### src/rtl/fetch_queue_if.sv
// fetch_queue_if: bundles the instruction-memory handshake, the redirect
// inputs and the decode-side queue head into one port.
//   master : the fetch_queue side (drives imem_req/imem_addr and out_*)
//   slave  : the environment side (memory, PC/branch logic, IF/ID stage)
interface fetch_queue_if #(
  parameter int DEPTH  = 4,
  parameter int ADDR_W = 32
);
  localparam int CW = $clog2(DEPTH) + 1;

  logic              imem_req;
  logic [ADDR_W-1:0] imem_addr;
  logic              imem_ack;
  logic [31:0]       imem_rdata;
  logic              redirect;
  logic [ADDR_W-1:0] redirect_pc;
  logic              deq;
  logic              out_valid;
  logic [31:0]       out_inst;
  logic [ADDR_W-1:0] out_pc4;
  logic [CW-1:0]     out_count;

  modport master (
    output imem_req, imem_addr,
    input  imem_ack, imem_rdata,
    input  redirect, redirect_pc, deq,
    output out_valid, out_inst, out_pc4, out_count
  );

  modport slave (
    input  imem_req, imem_addr,
    output imem_ack, imem_rdata,
    output redirect, redirect_pc, deq,
    input  out_valid, out_inst, out_pc4, out_count
  );
endinterface

### src/rtl/fetch_queue.sv
// fetch_queue: instruction prefetch buffer between PC logic and IF/ID.
// Fetches sequential words over a variable-latency req/ack memory port and
// buffers up to DEPTH {instruction, PC+4} pairs for the decode stage.
// A redirect flushes the queue, restarts fetch at redirect_pc and drops any
// response already in flight.
// Ports:
//   clk  - clock, rising edge
//   rst  - synchronous active-high reset
//   bus  - fetch_queue_if.master: imem req/addr/ack/rdata, redirect/
//          redirect_pc, deq, and the queue head out_valid/inst/pc4/count
module fetch_queue #(
  parameter int              DEPTH    = 4,
  parameter int              ADDR_W   = 32,
  parameter logic [ADDR_W-1:0] RESET_PC = '0
) (
  input logic           clk,
  input logic           rst,
  fetch_queue_if.master bus
);
  localparam int PW = $clog2(DEPTH);
  localparam int CW = PW + 1;

  typedef enum logic [1:0] {S_IDLE, S_WAIT, S_DROP} state_t;

  state_t            state;
  logic [ADDR_W-1:0] fetchPc;
  logic [ADDR_W-1:0] addrQ;
  logic [CW-1:0]     count;
  logic [PW-1:0]     head, tail;

  logic [31:0]       instMem [DEPTH];
  logic [ADDR_W-1:0] pc4Mem  [DEPTH];

  logic              push, pop, hasRoom;
  logic [CW-1:0]     countNext;
  logic [ADDR_W-1:0] addrNext;

  assign addrNext = addrQ + ADDR_W'(4);

  always_comb begin
    push      = 1'b0;
    pop       = 1'b0;
    countNext = count;
    push      = (state == S_WAIT) && bus.imem_ack && !bus.redirect;
    pop       = bus.deq && (count != '0) && !bus.redirect;
    countNext = count + CW'(push) - CW'(pop);
    // Room is judged on next-cycle occupancy so a same-cycle pop lets fetch
    // continue from a full queue without a bubble.
    hasRoom   = countNext < CW'(DEPTH);
  end

  always_ff @(posedge clk) begin
    if (rst) begin
      state   <= S_IDLE;
      fetchPc <= RESET_PC;
      addrQ   <= RESET_PC;
      count   <= '0;
      head    <= '0;
      tail    <= '0;
    end else if (bus.redirect) begin
      count   <= '0;
      head    <= tail;
      fetchPc <= bus.redirect_pc;
      // An outstanding request must still complete on the memory side;
      // DROP keeps it asserted at the old address and discards the data.
      if (state != S_IDLE)
        state <= bus.imem_ack ? S_IDLE : S_DROP;
    end else begin
      count <= countNext;
      head  <= head + PW'(pop);
      case (state)
        S_IDLE: begin
          if (hasRoom) begin
            state <= S_WAIT;
            addrQ <= fetchPc;
          end
        end
        S_WAIT: begin
          if (bus.imem_ack) begin
            tail    <= tail + PW'(1);
            fetchPc <= addrNext;
            if (hasRoom) addrQ <= addrNext;
            else         state <= S_IDLE;
          end
        end
        S_DROP: begin
          if (bus.imem_ack) state <= S_IDLE;
        end
        default: state <= S_IDLE;
      endcase
    end
  end

  // Storage has no reset; occupancy alone says which slots are meaningful.
  always_ff @(posedge clk) begin
    if (push) begin
      instMem[tail] <= bus.imem_rdata;
      pc4Mem[tail]  <= addrNext;
    end
  end

  assign bus.imem_req  = (state != S_IDLE);
  assign bus.imem_addr = addrQ;
  assign bus.out_valid = (count != '0);
  assign bus.out_inst  = instMem[head];
  assign bus.out_pc4   = pc4Mem[head];
  assign bus.out_count = count;
endmodule

### src/flat_wrapper.sv
// flat-port wrapper written by rule: the top's interface ports become plain ports
module fetch_queue_flat 
#(
  parameter int              DEPTH    = 4,
  parameter int              ADDR_W   = 32,
  parameter logic [ADDR_W-1:0] RESET_PC = '0
)
  (clk, rst, bus_imem_req, bus_imem_addr, bus_imem_ack, bus_imem_rdata, bus_redirect, bus_redirect_pc, bus_deq, bus_out_valid, bus_out_inst, bus_out_pc4, bus_out_count);
  fetch_queue_if #(.DEPTH(DEPTH), .ADDR_W(ADDR_W)) bus_i ();
  input logic clk;
  input logic rst;
  output wire logic [$bits(bus_i.imem_req)-1:0] bus_imem_req;
  output wire logic [$bits(bus_i.imem_addr)-1:0] bus_imem_addr;
  input wire logic [$bits(bus_i.imem_ack)-1:0] bus_imem_ack;
  input wire logic [$bits(bus_i.imem_rdata)-1:0] bus_imem_rdata;
  input wire logic [$bits(bus_i.redirect)-1:0] bus_redirect;
  input wire logic [$bits(bus_i.redirect_pc)-1:0] bus_redirect_pc;
  input wire logic [$bits(bus_i.deq)-1:0] bus_deq;
  output wire logic [$bits(bus_i.out_valid)-1:0] bus_out_valid;
  output wire logic [$bits(bus_i.out_inst)-1:0] bus_out_inst;
  output wire logic [$bits(bus_i.out_pc4)-1:0] bus_out_pc4;
  output wire logic [$bits(bus_i.out_count)-1:0] bus_out_count;
  assign bus_imem_req = bus_i.imem_req;
  assign bus_imem_addr = bus_i.imem_addr;
  assign bus_i.imem_ack = bus_imem_ack;
  assign bus_i.imem_rdata = bus_imem_rdata;
  assign bus_i.redirect = bus_redirect;
  assign bus_i.redirect_pc = bus_redirect_pc;
  assign bus_i.deq = bus_deq;
  assign bus_out_valid = bus_i.out_valid;
  assign bus_out_inst = bus_i.out_inst;
  assign bus_out_pc4 = bus_i.out_pc4;
  assign bus_out_count = bus_i.out_count;
  fetch_queue #(.DEPTH(DEPTH), .ADDR_W(ADDR_W), .RESET_PC(RESET_PC)) u_core (.clk(clk), .rst(rst), .bus(bus_i));
endmodule
### config.mk
export PLATFORM = sky130hd
export DESIGN_NAME = fetch_queue_flat
export DESIGN_NICKNAME = d
export VERILOG_FILES = /design/src/rtl/fetch_queue_if.sv /design/src/rtl/fetch_queue.sv /design/src/flat_wrapper.sv
export SDC_FILE = /design/constraint.sdc
export NUM_CORES = 1
export LEC_CHECK = 0
export ABC_AREA = 1
export ABC_CLOCK_PERIOD_IN_PS = 4910
export BUFFER_PORTS_ARGS = -buffer_cell sky130_fd_sc_hd__buf_2
export CORE_AREA = 2 2 252 205
export DETAILED_ROUTE_END_ITERATION = 10
export DIE_AREA = 0 0 254 207
export PLACE_DENSITY = 0.44
export SLEW_MARGIN = 20
export SYNTH_ARGS = -nofsm -noshare
export SYNTH_HDL_FRONTEND = slang
export SYNTH_SLANG_ARGS = --single-unit
export TNS_END_PERCENT = 1
### constraint.sdc
create_clock -name clk -period 4.91 [get_ports clk]
set_clock_uncertainty 0.1 [all_clocks]
set_input_delay 0.7365 -clock clk [delete_from_list [all_inputs] [get_ports clk]]
set_output_delay 0.7365 -clock clk [all_outputs]
set_load 0.01 [all_outputs]
[Yosys cells after proc, flatten, opt, wreduce, memory -nomap -nowiden]
Memories as Yosys holds them, arrays and structs flattened. A register that Yosys moved wholly into a read port is not among the register bits.
Index checks and enable logic that the tools add are counted.
Widths: inputs -> output; s select.
Word-level totals
  input bits: 69
  output and inout port bits: 101
  memories kept: 2
  RAM bits: 256
  register bits: 73
  logic and storage cells: 61
Memory list
  u_core.instMem: depth 4, bits a word 32, read ports 1, clocked after memory_dff 1, wr ports 1, line fetch_queue.sv:31  | logic [31:0] instMem [DEPTH];
  u_core.pc4Mem: depth 4, bits a word 32, read ports 1, clocked after memory_dff 1, wr ports 1, line fetch_queue.sv:32  | logic [ADDR_W-1:0] pc4Mem [DEPTH];
Cells by class
  multiplexer cells: 20
  bitwise logic cells: 1
  equality and inequality tests: 10
  reduce and logical (&&, ||, !) cells: 16
  order comparisons: 1
  $add $sub $neg: 5
Operators by type and width (number)
  $mux 32: 6
  $pmux 32 s2: 1
  $add 32x3->32 const B: 1
  $mux 2: 10
  $reduce_and 5->1: 2
  $ne 3x3->1 const B: 3
  $reduce_bool 2->1: 4
  $pmux 2 s3: 1
  $logic_and 1x1->1: 4
  $ne 2x1->1 const B: 2
  $ne 2x2->1 const B: 2
  $add 3x1->3: 1
  $lt 3x3->1 const B: 1
  $ne 3x2->1 const B: 1
  $reduce_and 3->1: 1
  $reduce_bool 3->1: 1
  $sub 3x1->3: 1
  $add 2x1->2: 1
  $add 2x1->2 const B: 1
  $eq 2x1->1 const B: 1
  $eq 2x2->1 const B: 1
  $logic_not 2->1: 1
  $mux 1: 2
  $reduce_and 2->1: 1
  3 further kinds: 3

[Longest topological paths before layout]
Gate-level depths: netlist (run 1).
  depth in word-level cells: 10
  gate-level depth with buffers: 14
  mapped depth without buffers: 13

[Worst setup path before layout (run 1)]
OpenSTA, ideal clock, no wires.
  kind: in2reg
  start: input bus_redirect
  end: memory u_core.instMem[0][0], enable pin
  required time: 4.323 ns
  buffers on the path: 0
  cell stages on the path: 3
  setup time: 0.487 ns
  arrival: 3.707 ns
  slack: 0.617 ns
  path through: clkinv_1 > nand3_2 > nor2_1
Between the ends
  cells in the longest elaborated chain, start to end: 4
Ends and longest elaborated chain
  start: declaration: line flat_wrapper.sv:16  | input wire logic [$bits(bus_i.redirect)-1:0] bus_redirect;
  $logic_not 1->1: line fetch_queue.sv:44  | push = (state == S_WAIT) && bus.imem_ack && !bus.redirect;
  $logic_and 1x1->1: line fetch_queue.sv:44
  $mux 1: line fetch_queue.sv:96  | if (push) begin
  $mux 1 (implied by the code): line fetch_queue.sv:97  | instMem[tail] <= bus.imem_rdata;
  end: declaration: line fetch_queue.sv:31
No other way between the ends.

==> results of run 1 <==
-- cell type report --
type	instances	area, µm²	area share [%]
inverter	110	415	2.50
antenna	1	2.50	0.0151
timing repair buffer	185	991	5.97
clock buffer	49	991	5.97
clock inverter	15	151	0.911
tap	684	856	5.15
sequential	329	9150	55.1
multi-input combinational	834	4050	24.4
-- layer usage --
| layer | part of all wire, % | vias to the layer above | wire (µm) | GRT usage [%] |
|---|---|---|---|---|
| met5 | 0.068 | - | 27 | 0 |
| met4 | 1.7 | 4 | 664 | 3.61 |
| met3 | 4.7 | 47 | 1870 | 3.13 |
| met2 | 44 | 237 | 17600 | 23.4 |
| met1 | 49 | 4827 | 19500 | 21.6 |
| li1 | - | 4893 | - | - |
-- cell usage in the layout, fill, tap and decap left out, types with 5 or more instances in the layout --
| cell | count |
|---|---|
| ha_1 | 8 |
| clkbuf_16 | 37 |
| o21ai_0 | 155 |
| a21oi_1 | 56 |
| buf_2 | 169 |
| inv_1 | 103 |
| clkinv_1 | 7 |
| xor2_1 | 7 |
| clkbuf_1 | 10 |
| dfxtp_1 | 71 |
| nand3_1 | 28 |
| a31oi_1 | 9 |
| buf_4 | 14 |
| nand2_1 | 242 |
| nand4_1 | 10 |
| and2_1 | 5 |
| nor2_1 | 212 |
| clkinv_2 | 5 |
| edfxtp_1 | 256 |
| o22ai_1 | 64 |
| xor2_2 | 8 |
| nor2_4 | 14 |
-- registers in the layout, summed over array words and instances (netlist names) --
register and count:
u_core.bus.imem_addr 32, u_core.bus.out_count 3, u_core.fetchPc 32, u_core.head 2, u_core.instMem 128, u_core.pc4Mem 128, u_core.state 2, u_core.tail 2
-- power by group --
group	internal (mW)	switching, mW	total (mW)
sequential	3.07	0.0601	3.13
combinational	0.181	0.389	0.570
clock	1.57	1.11	2.69
total	4.82	1.56	6.39
-- synth_stat cells --
cell,instances
nand2_2,2
nand3_2,2
clkbuf_1,52
edfxtp_1,256
nor2_1,216
buf_1,4
inv_1,104
o211ai_1,2
o21ai_0,155
nand2_4,1
and2_1,5
xor2_1,7
o22ai_1,64
a21oi_1,56
a21oi_2,1
dfxtp_1,73
nand2_1,242
nand3_1,28
xnor2_1,1
nor2_2,2
ha_1,8
a31oi_1,9
xnor2_2,1
o21ai_2,1
xor2_2,8
clkinv_1,2
o221ai_1,1
o31ai_1,1
inv_2,4
nand4_1,10
buf_4,2
fa_1,1
buf_2,16
nor2_4,10
-- path summary, 6_finish.rpt --
path | startpoint | to | slack (ps) | cells after the start
setup / recovery | u_core.head[0] | bus_out_inst[11] | 1290 | 4
hold / removal | bus_imem_rdata[29] | u_core.instMem[2][29] | 300 | 1
setup reg to reg | u_core.state[1] | u_core.bus.imem_addr[21] | 1850 | 12
hold reg to reg | u_core.fetchPc[3] | u_core.fetchPc[3] | 360 | 2
-- logic make-up (layout without fill, tap and decap cells) --
family,after synthesis,count (layout),share of synthesized area (%)
xor+xnor,17,17,1.56
simple gates,518,518,15.3
fa+ha+maj,9,9,0.865
buf+inv,184,359,5.17
flops,329,329,65.9
compound gates,290,290,11.2
other cells,0,1,0
==> results.tsv, run 1 <==
stage	metric	value	unit
clock_network	clockRootBuffer	clkbuf_16	
worst_setup_path	cp_data_arrival_time	2780	ps
clock_network	cts.sinks	329	
layout	fin_util	33.1	%
run	cap_violations	0	
sta	rsz0062_at_grt	no	
sta	setup-tns-final	0	ps
worst_setup_path	worstSetupPathType	register to output port	
sta	worst_slew_pin_slew	1080	ps
detailed_routing	via_per_inst	4.53	
sta	setup_viol	0	
detailed_routing	first_pass_iters	5	
synth	yosysWarningCount	0	
worst_setup_path	cp_slowest_cell	buf_4	
sta	whs	304	ps
clock_network	cts_resized	0	
power	p_per_area	385	mW/mm²
die	die_area	0.0526	mm²
die	rows	74	
grt	grt_max_degree	81	
worst_setup_path	worstPathRequired	4070	ps
die	ioPinCount	170	
layout	fillCellCount	5232	
sta	postLayoutSetupSlackWorst	1290	ps
die	die-width	254	µm
grt	grt_overflow_total	0	
clock_network	cts_hold_buf	0	
synth	synthTopCellsByArea	edfxtp_1 (55%), dfxtp_1 (11%), nand2_1 (6.5%)	
detailed_routing	vias	10000	
place	place_inst	2142	
grt	antenna_found_initial	2	
power	vdd_drop_max	0.000160	V
clock_network	clock_path_buffers	3	
detailed_routing	routed_wl	39700	µm
worst_setup_path	worst_path_largest_cell_delay	770	ps
sta	period_minus_slack	3620	ps
worst_setup_path	worstPathBufferInverterCount	2	
grt	track_usage	15.1	%
sta	slew_violations	0	
min_path	hold_path.class	primary input to register	
grt	first_global_vias	10100	
layout	area_growth	19.6	%
place	portBuffers	169	
grt	grt_pass1_wl	60800	µm
synth	syn_inst	1347	
die	chipHeight	207	µm
place	placed_area	0.0155	mm²
power	power.total	6.39	mW
synth	synth.top_cell.area_share	55.4	%
worst_setup_path	startpoint_type	register	
worst_setup_path	path_max_fanout	80	
place	dp_slack	1300	ps
detailed_routing	drt_iter0_drc	658	
layout	stdcell_count	2207	
die	coreArea	0.0502	mm²
clock_network	post_cts_buffers	0	
sta	maxSlewHeadroom	27.7	%
clock_network	htreeDepth	2	
detailed_routing	wl_per_cell	18.0	µm
sta	hold_violations	0	
synth	yosys.area.top_type	edfxtp_1	
synth	ys_seq_elements	329	
synth	syn-cell-area	0.0139	mm²
layout	final_nets	1574	
synth	yosysUniqueCellTypes	34	
status	status	finished, final reports clean	
synth	syn_avg_cell_area	10.3	µm²
synth	yosysSeqAreaShare	65.9	%
power	power_leakage	6.14	nW
clock_network	cts_tree	yes	
clock_network	path_clk_slew	60	ps
sta	min_period_over_period	73.7	%
die	initial_core_util	27.7	%
layout	drive_above_1_share	17.9	%
clock_network	cts_buffers	36	
clock_network	clk_latency	550	ps
synth	syn-num-nets	1425	
worst_setup_path	critical-path-top-delay-family	buffers and inverters	
worst_setup_path	crit_chain	buf_4 -> o21ai_0 -> o22ai_1 -> buf_2	
place	hpwl	23700	µm
place	place.gp.congestion	0.792	
detailed_routing	route.detailed.drc	0	
detailed_routing	ant_nets	0	
layout	fin_area	0.0166	mm²
sta	fmaxAchievable	276	MHz
worst_setup_path	worstSetupEndpointType	output port	
(Power assumes the default switching activity.)
==> run 2: changes to the inputs <==
Settings changed: ABC_CLOCK_PERIOD_IN_PS 4910 to 2900, PLACE_DENSITY 0.44 to 0.46.
Clock period 4.91 ns to 2.9 ns, I/O delays scaled along.
==> results.tsv, run 2 (synthesis gave the netlist of run 1 again) <==
stage	metric	value	unit	change
status	status	finished, final reports clean		unchanged
die	die_area	0.0526	mm²	unchanged
detailed_routing	dr_wl_met2	17700	µm	was 17600 µm
power	vdd_drop_max	0.000285	V	was 0.000160 V
detailed_routing	routed_wl	39500	µm	was 39700 µm
layout	mostFrequentLayoutCell	edfxtp_1		unchanged
clock_network	cts.sinks	329		unchanged
layout	most-common-layout-cells	edfxtp_1 (256), nand2_1 (242), nor2_1 (212)		unchanged
layout	fin_util	34.1	%	was 33.1%
clock_network	htreeDepth	2		unchanged
power	combPwrFrac	9.4	%	was 8.9%
place	place_inst	2159		was 2142
grt	grt_max_degree	53		was 81
min_path	hold_path.class	primary input to register		unchanged
detailed_routing	wl_met1	19200	µm	was 19500 µm
clock_network	cts_buffers	38		was 36
die	ioPinCount	170		unchanged
sta	whs	34.7	ps	was 304 ps
clock_network	path_clk_slew	60	ps	about the same
layout	drive_above_1_share	18.9	%	was 17.9%
layout	stdcell_count	2248		was 2207
die	chipHeight	207	µm	unchanged
power	pwr-share-seq	48.3	%	was 49.0%
power	power_leakage	6.37	nW	was 6.14 nW
worst_setup_path	worstSetupPathType	register to output port		unchanged
layout	final_nets	1615		was 1574
detailed_routing	first_pass_iters	5		unchanged
die	die-width	254	µm	unchanged
sta	postLayoutSetupSlackWorst	224	ps	was 1290 ps
clock_network	clock_path_buffers	3		unchanged
die	coreArea	0.0502	mm²	unchanged
power	power.total	11.0	mW	was 6.39 mW
sta	period_minus_slack	2680	ps	
sta	setup_viol	0		unchanged
die	initial_core_util	27.7	%	unchanged
detailed_routing	vias	10100		was 10000
sta	worst_slew_pin_slew	797	ps	was 1080 ps
clock_network	clockRootBuffer	clkbuf_16		unchanged
grt	first_global_vias	9603		was 10100
layout	reg_top3	u_core.instMem x128, u_core.pc4Mem x128		unchanged
clock_network	clk_latency	530	ps	was 550 ps
place	portBuffers	169		unchanged
place	hpwl	25100	µm	was 23700 µm
sta	min_period_over_period	92.3	%	
sta	fmaxAchievable	374	MHz	
detailed_routing	route.detailed.drc	0		unchanged
power	power.switching	2.65	mW	was 1.56 mW
worst_setup_path	startpoint_type	register		unchanged
clock_network	cts_tree	yes		unchanged
layout	antenna_cells	0		was 1
grt	track_usage	14.7	%	was 15.1%
grt	grt_overflow_total	0		unchanged
sta	slew_violations	0		unchanged
worst_setup_path	worstPathRequired	2370	ps	was 4070 ps
detailed_routing	wl_met3	1880	µm	was 1870 µm
detailed_routing	wl_per_cell	17.6	µm	was 18.0 µm
layout	fin_area	0.0171	mm²	was 0.0166 mm²
worst_setup_path	cp_data_arrival_time	2140	ps	was 2780 ps
run	cap_violations	0		unchanged
sta	rsz0062_at_grt	no		unchanged
detailed_routing	via_per_inst	4.48		was 4.53
place	place.gp.congestion	0.827		was 0.792
grt	antenna_found_initial	1		was 2
worst_setup_path	path_max_fanout	33		was 80
place	placed_area	0.0157	mm²	was 0.0155 mm²
detailed_routing	ant_nets	0		unchanged
layout	area_growth	23.2	%	was 19.6%
power	p_int	8.31	mW	was 4.82 mW
detailed_routing	top_layer	met4		was met5
sta	setup-tns-final	0	ps	unchanged
sta	hold_violations	0		unchanged
die	rows	74		unchanged
grt	grt_pass1_wl	59100	µm	was 60800 µm
detailed_routing	drt_iter0_drc	675		was 658
power	clkPwrFrac	42.3	%	was 42.1%
sta	maxSlewHeadroom	46.7	%	was 27.7%
power	p_per_area	640	mW/mm²	was 385 mW/mm²
worst_setup_path	worstSetupEndpointType	output port		unchanged
power	swShare	24.2	%	was 24.5%
place	dp_slack	233	ps	was 1300 ps
[run 2: cell types whose count changed in the layout (fill, tap and decap cells not counted), sizes merged]
cell,change
diode,-1
dlygate4sd3,+21
clkbuf,-2
clkinvlp,+2
clkinv,+3
buf,+18
[run 2: worst max-delay path, cell delays in order (launching register included)]
cell and delay (ps):
dfxtp_4 570, buf_4 430, o21ai_0 160, o22ai_1 260, buf_2 190
[run 2: what timing repair did]
action / in CTS / in global routing
resized for setup: 0 / 1
endpoints found under the setup margin: 0 / 23
hold buffers: 21 / 0
hold endpoints to repair: 84 / 0
buffers inserted: 0 / 1
[run 2: area by class of cell]
| cell class | count | area, µm² |
|---|---|---|
| clock inverters | 20 | 186 |
| fillers | 5120 | 33100 |
| repair buffers | 224 | 1430 |
| flip-flops and latches | 329 | 9150 |
| inverters | 110 | 418 |
| well taps | 684 | 856 |
| multi-input cells | 834 | 4050 |
| clock buffers | 47 | 1020 |
[run 2: final timing paths]
check / depth (start not counted) / slack, ps / from / to
max reg2reg: 14 / 250 / u_core.bus.out_count[1] / u_core.bus.imem_addr[27]
min reg2reg: 2 / 350 / u_core.fetchPc[3] / u_core.fetchPc[3]
min: 1 / 30 / bus_imem_rdata[25] / u_core.instMem[3][25]
max: 4 / 220 / u_core.head[0] / bus_out_pc4[8]
[run 2: routing by layer]
metal | up-vias | global-route usage (%)
met5 | - | 0
li1 | 4967 | -
met2 | 223 | 22.8
met1 | 4827 | 21.3
met4 | 0 | 3.31
met3 | 50 | 2.61
[run 2: power by group through the flow]
stage,Sequential (mW),Clock [mW],Combinational [mW]
6_report,5.29,4.64,1.03
5_1_grt,5.30,4.96,1.15
4_1_cts,5.29,4.79,1.04
3_5_place_dp,5.39,0,1.02
3_3_place_gp,5.39,0,1.00
2_1_floorplan,5.37,0,0.556
==> run 3: changes to the inputs <==
==> constraint.sdc (replaced) <==
create_clock -name clk -period 2.9 [get_ports clk]
set_clock_uncertainty 0.1 [all_clocks]
set_input_delay 0.29 -clock clk [delete_from_list [all_inputs] [get_ports clk]]
set_output_delay 0.29 -clock clk [all_outputs]
set_load 0.01 [all_outputs]
==> results.tsv, run 3 (synthesis gave the netlist of run 1 again) <==
stage	metric	value	unit	change
sta	min_period_over_period	90.0	%	was 92.3%
worst_setup_path	critical-path-top-delay-family	adder cells		was buffers and inverters
sta	period_minus_slack	2610	ps	was 2680 ps
worst_setup_path	worstSetupEndpointType	register		was output port
die	die-width	254	µm	unchanged
worst_setup_path	crit_path_frequent_cell	nand2_1		
worst_setup_path	worstSetupPathType	register to register		was register to output port
die	ioPinCount	170		unchanged
worst_setup_path	worstPathBufferInverterCount	3		was 2
sta	maxSlewHeadroom	47.0	%	was 46.7%
worst_setup_path	worst_path_largest_cell_delay	410	ps	was 570 ps
place	placed_area	0.0157	mm²	about the same
die	initial_core_util	27.7	%	unchanged
grt	track_usage	14.8	%	was 14.7%
layout	stdcell_count	2279		was 2248
worst_setup_path	crit_chain	inv_2 -> nand2_1 -> nor2_1 -> nor2_1 -> ha_1 -> inv_1 -> ha_1 -> fa_1 -> xnor2_2 -> nand3_2 -> buf_12 -> nand2_1 -> nand2_1 -> a21oi_1		was buf_4 -> o21ai_0 -> o22ai_1 -> buf_2
clock_network	clk_latency	540	ps	was 530 ps
status	status	finished, final reports clean		unchanged
sta	fmaxAchievable	383	MHz	was 374 MHz
sta	setup_viol	0		unchanged
clock_network	clockRootBuffer	clkbuf_16		unchanged
layout	drive_above_1_share	18.4	%	was 18.9%
die	die_area	0.0526	mm²	unchanged
run	cap_violations	0		unchanged
grt	first_global_vias	9839		was 9603
place	portBuffers	169		unchanged
detailed_routing	first_pass_iters	5		unchanged
power	vdd_drop_max	0.000277	V	was 0.000285 V
grt	grt_pass1_wl	59800	µm	was 59100 µm
layout	multi_input_area	0.00405	mm²	unchanged
clock_network	cts.sinks	329		unchanged
power	p_per_area	630	mW/mm²	was 640 mW/mm²
power	power_leakage	6.44	nW	was 6.37 nW
clock_network	cts_buffers	37		was 38
layout	fin_area	0.0174	mm²	was 0.0171 mm²
layout	reg_top3	u_core.instMem x128, u_core.pc4Mem x128		unchanged
grt	antenna_found_initial	0		was 1
worst_setup_path	cp_data_arrival_time	2960	ps	was 2140 ps
clock_network	path_clk_slew	60	ps	about the same
power	power.total	10.9	mW	was 11.0 mW
detailed_routing	ant_nets	0		unchanged
clock_network	clock_path_buffers	3		unchanged
sta	worst_slew_pin_slew	793	ps	was 797 ps
layout	fin_util	34.6	%	was 34.1%
layout	fillCellCount	5127		was 5120
detailed_routing	vias	10100		about the same
sta	slew_violations	0		unchanged
detailed_routing	routed_wl	39300	µm	was 39500 µm
worst_setup_path	startpoint_type	register		unchanged
detailed_routing	drt_iter0_drc	643		was 675
layout	regArea	0.00915	mm²	unchanged
place	place.gp.congestion	0.820		was 0.827
worst_setup_path	path_max_fanout	52		was 33
clock_network	htreeDepth	2		unchanged
die	rows	74		unchanged
place	hpwl	24600	µm	was 25100 µm
detailed_routing	via_per_inst	4.43		was 4.48
grt	grt_overflow_total	0		unchanged
detailed_routing	route.detailed.drc	0		unchanged
grt	grt_max_degree	85		was 53
sta	rsz0062_at_grt	no		unchanged
layout	final_nets	1642		was 1615
place	place_inst	2157		was 2159
detailed_routing	wl_per_cell	17.2	µm	was 17.6 µm
clock_network	cts_tree	yes		unchanged
layout	most-common-layout-cells	edfxtp_1 (256), nand2_1 (242), nor2_1 (212)		unchanged
worst_setup_path	worstPathRequired	3250	ps	was 2370 ps
layout	area_growth	25.0	%	was 23.2%
min_path	hold_path.class	primary input to register		unchanged
die	chipHeight	207	µm	unchanged
worst_setup_path	cp_slowest_cell	fa_1		was dfxtp_4
die	coreArea	0.0502	mm²	unchanged
sta	hold_violations	0		unchanged
layout	mostFrequentLayoutCell	edfxtp_1		unchanged
clock_network	post_cts_buffers	0		unchanged
==> run 3: final timing paths <==
path,start,to,slack (ps),cells past startpoint
max,u_core.bus.out_count[1],u_core.bus.imem_addr[13],290,14
min,bus_redirect_pc[3],u_core.fetchPc[3],30,3
max reg2reg,u_core.bus.out_count[1],u_core.bus.imem_addr[13],290,14
min reg2reg,u_core.fetchPc[3],u_core.fetchPc[3],360,2
==> run 3: per-stage QoR <==
step                hold WS [ps]  setup WS (ps)  setup TNS, ps
CTS                         9.93            313              0
detailed placement           360            333              0
finish                      28.8            290              0
floorplan                    289           -106         -27210
global placement             338            422              0
global route                26.8            114              0
==> run 3: worst register-to-register path, stage by stage, from the launching register on <==
cell and delay (ps):
dfxtp_1 330, inv_2 70, nand2_1 60, nor2_1 120, nor2_1 80, ha_1 270
inv_1 40, ha_1 200, fa_1 410, xnor2_2 200, nand3_2 110, buf_12 190
nand2_1 160, nand2_1 50, a21oi_1 130
==> run 3: cell type report <==
class	count	share of cell area [%]
Inverter	110	2.39
Clock buffer	46	5.77
Tap cell	684	4.93
Sequential cell	329	52.7
Antenna cell	2	0.0288
Clock inverter	22	1.02
Timing Repair Buffer	252	9.79
Multi-Input combinational cell	834	23.3
==> run 3: routing by layer <==
layer  vias to the layer above  wire, µm  track usage [%]
met2                       224     17700             23.3
met3                        44      2120             2.92
li1                       5044         -                -
met5                         -         0                0
met4                         0       533             3.10
met1                      4780     18900             21.0
==> run 3: report_power, final <==
group	internal [mW]	leakage, nW	switching, mW	total, mW
clock network	2.65	0.554	1.95	4.60
registers	5.20	2.93	0.0877	5.28
logic	0.370	2.96	0.682	1.05
==> run 3: what timing repair did <==
| item | CTS | global route |
|---|---|---|
| hold endpoints to repair | 148 | 0 |
| hold buffers | 52 | 0 |
| endpoints found under the setup margin | 0 | 0 |
| resized for setup | 0 | 0 |
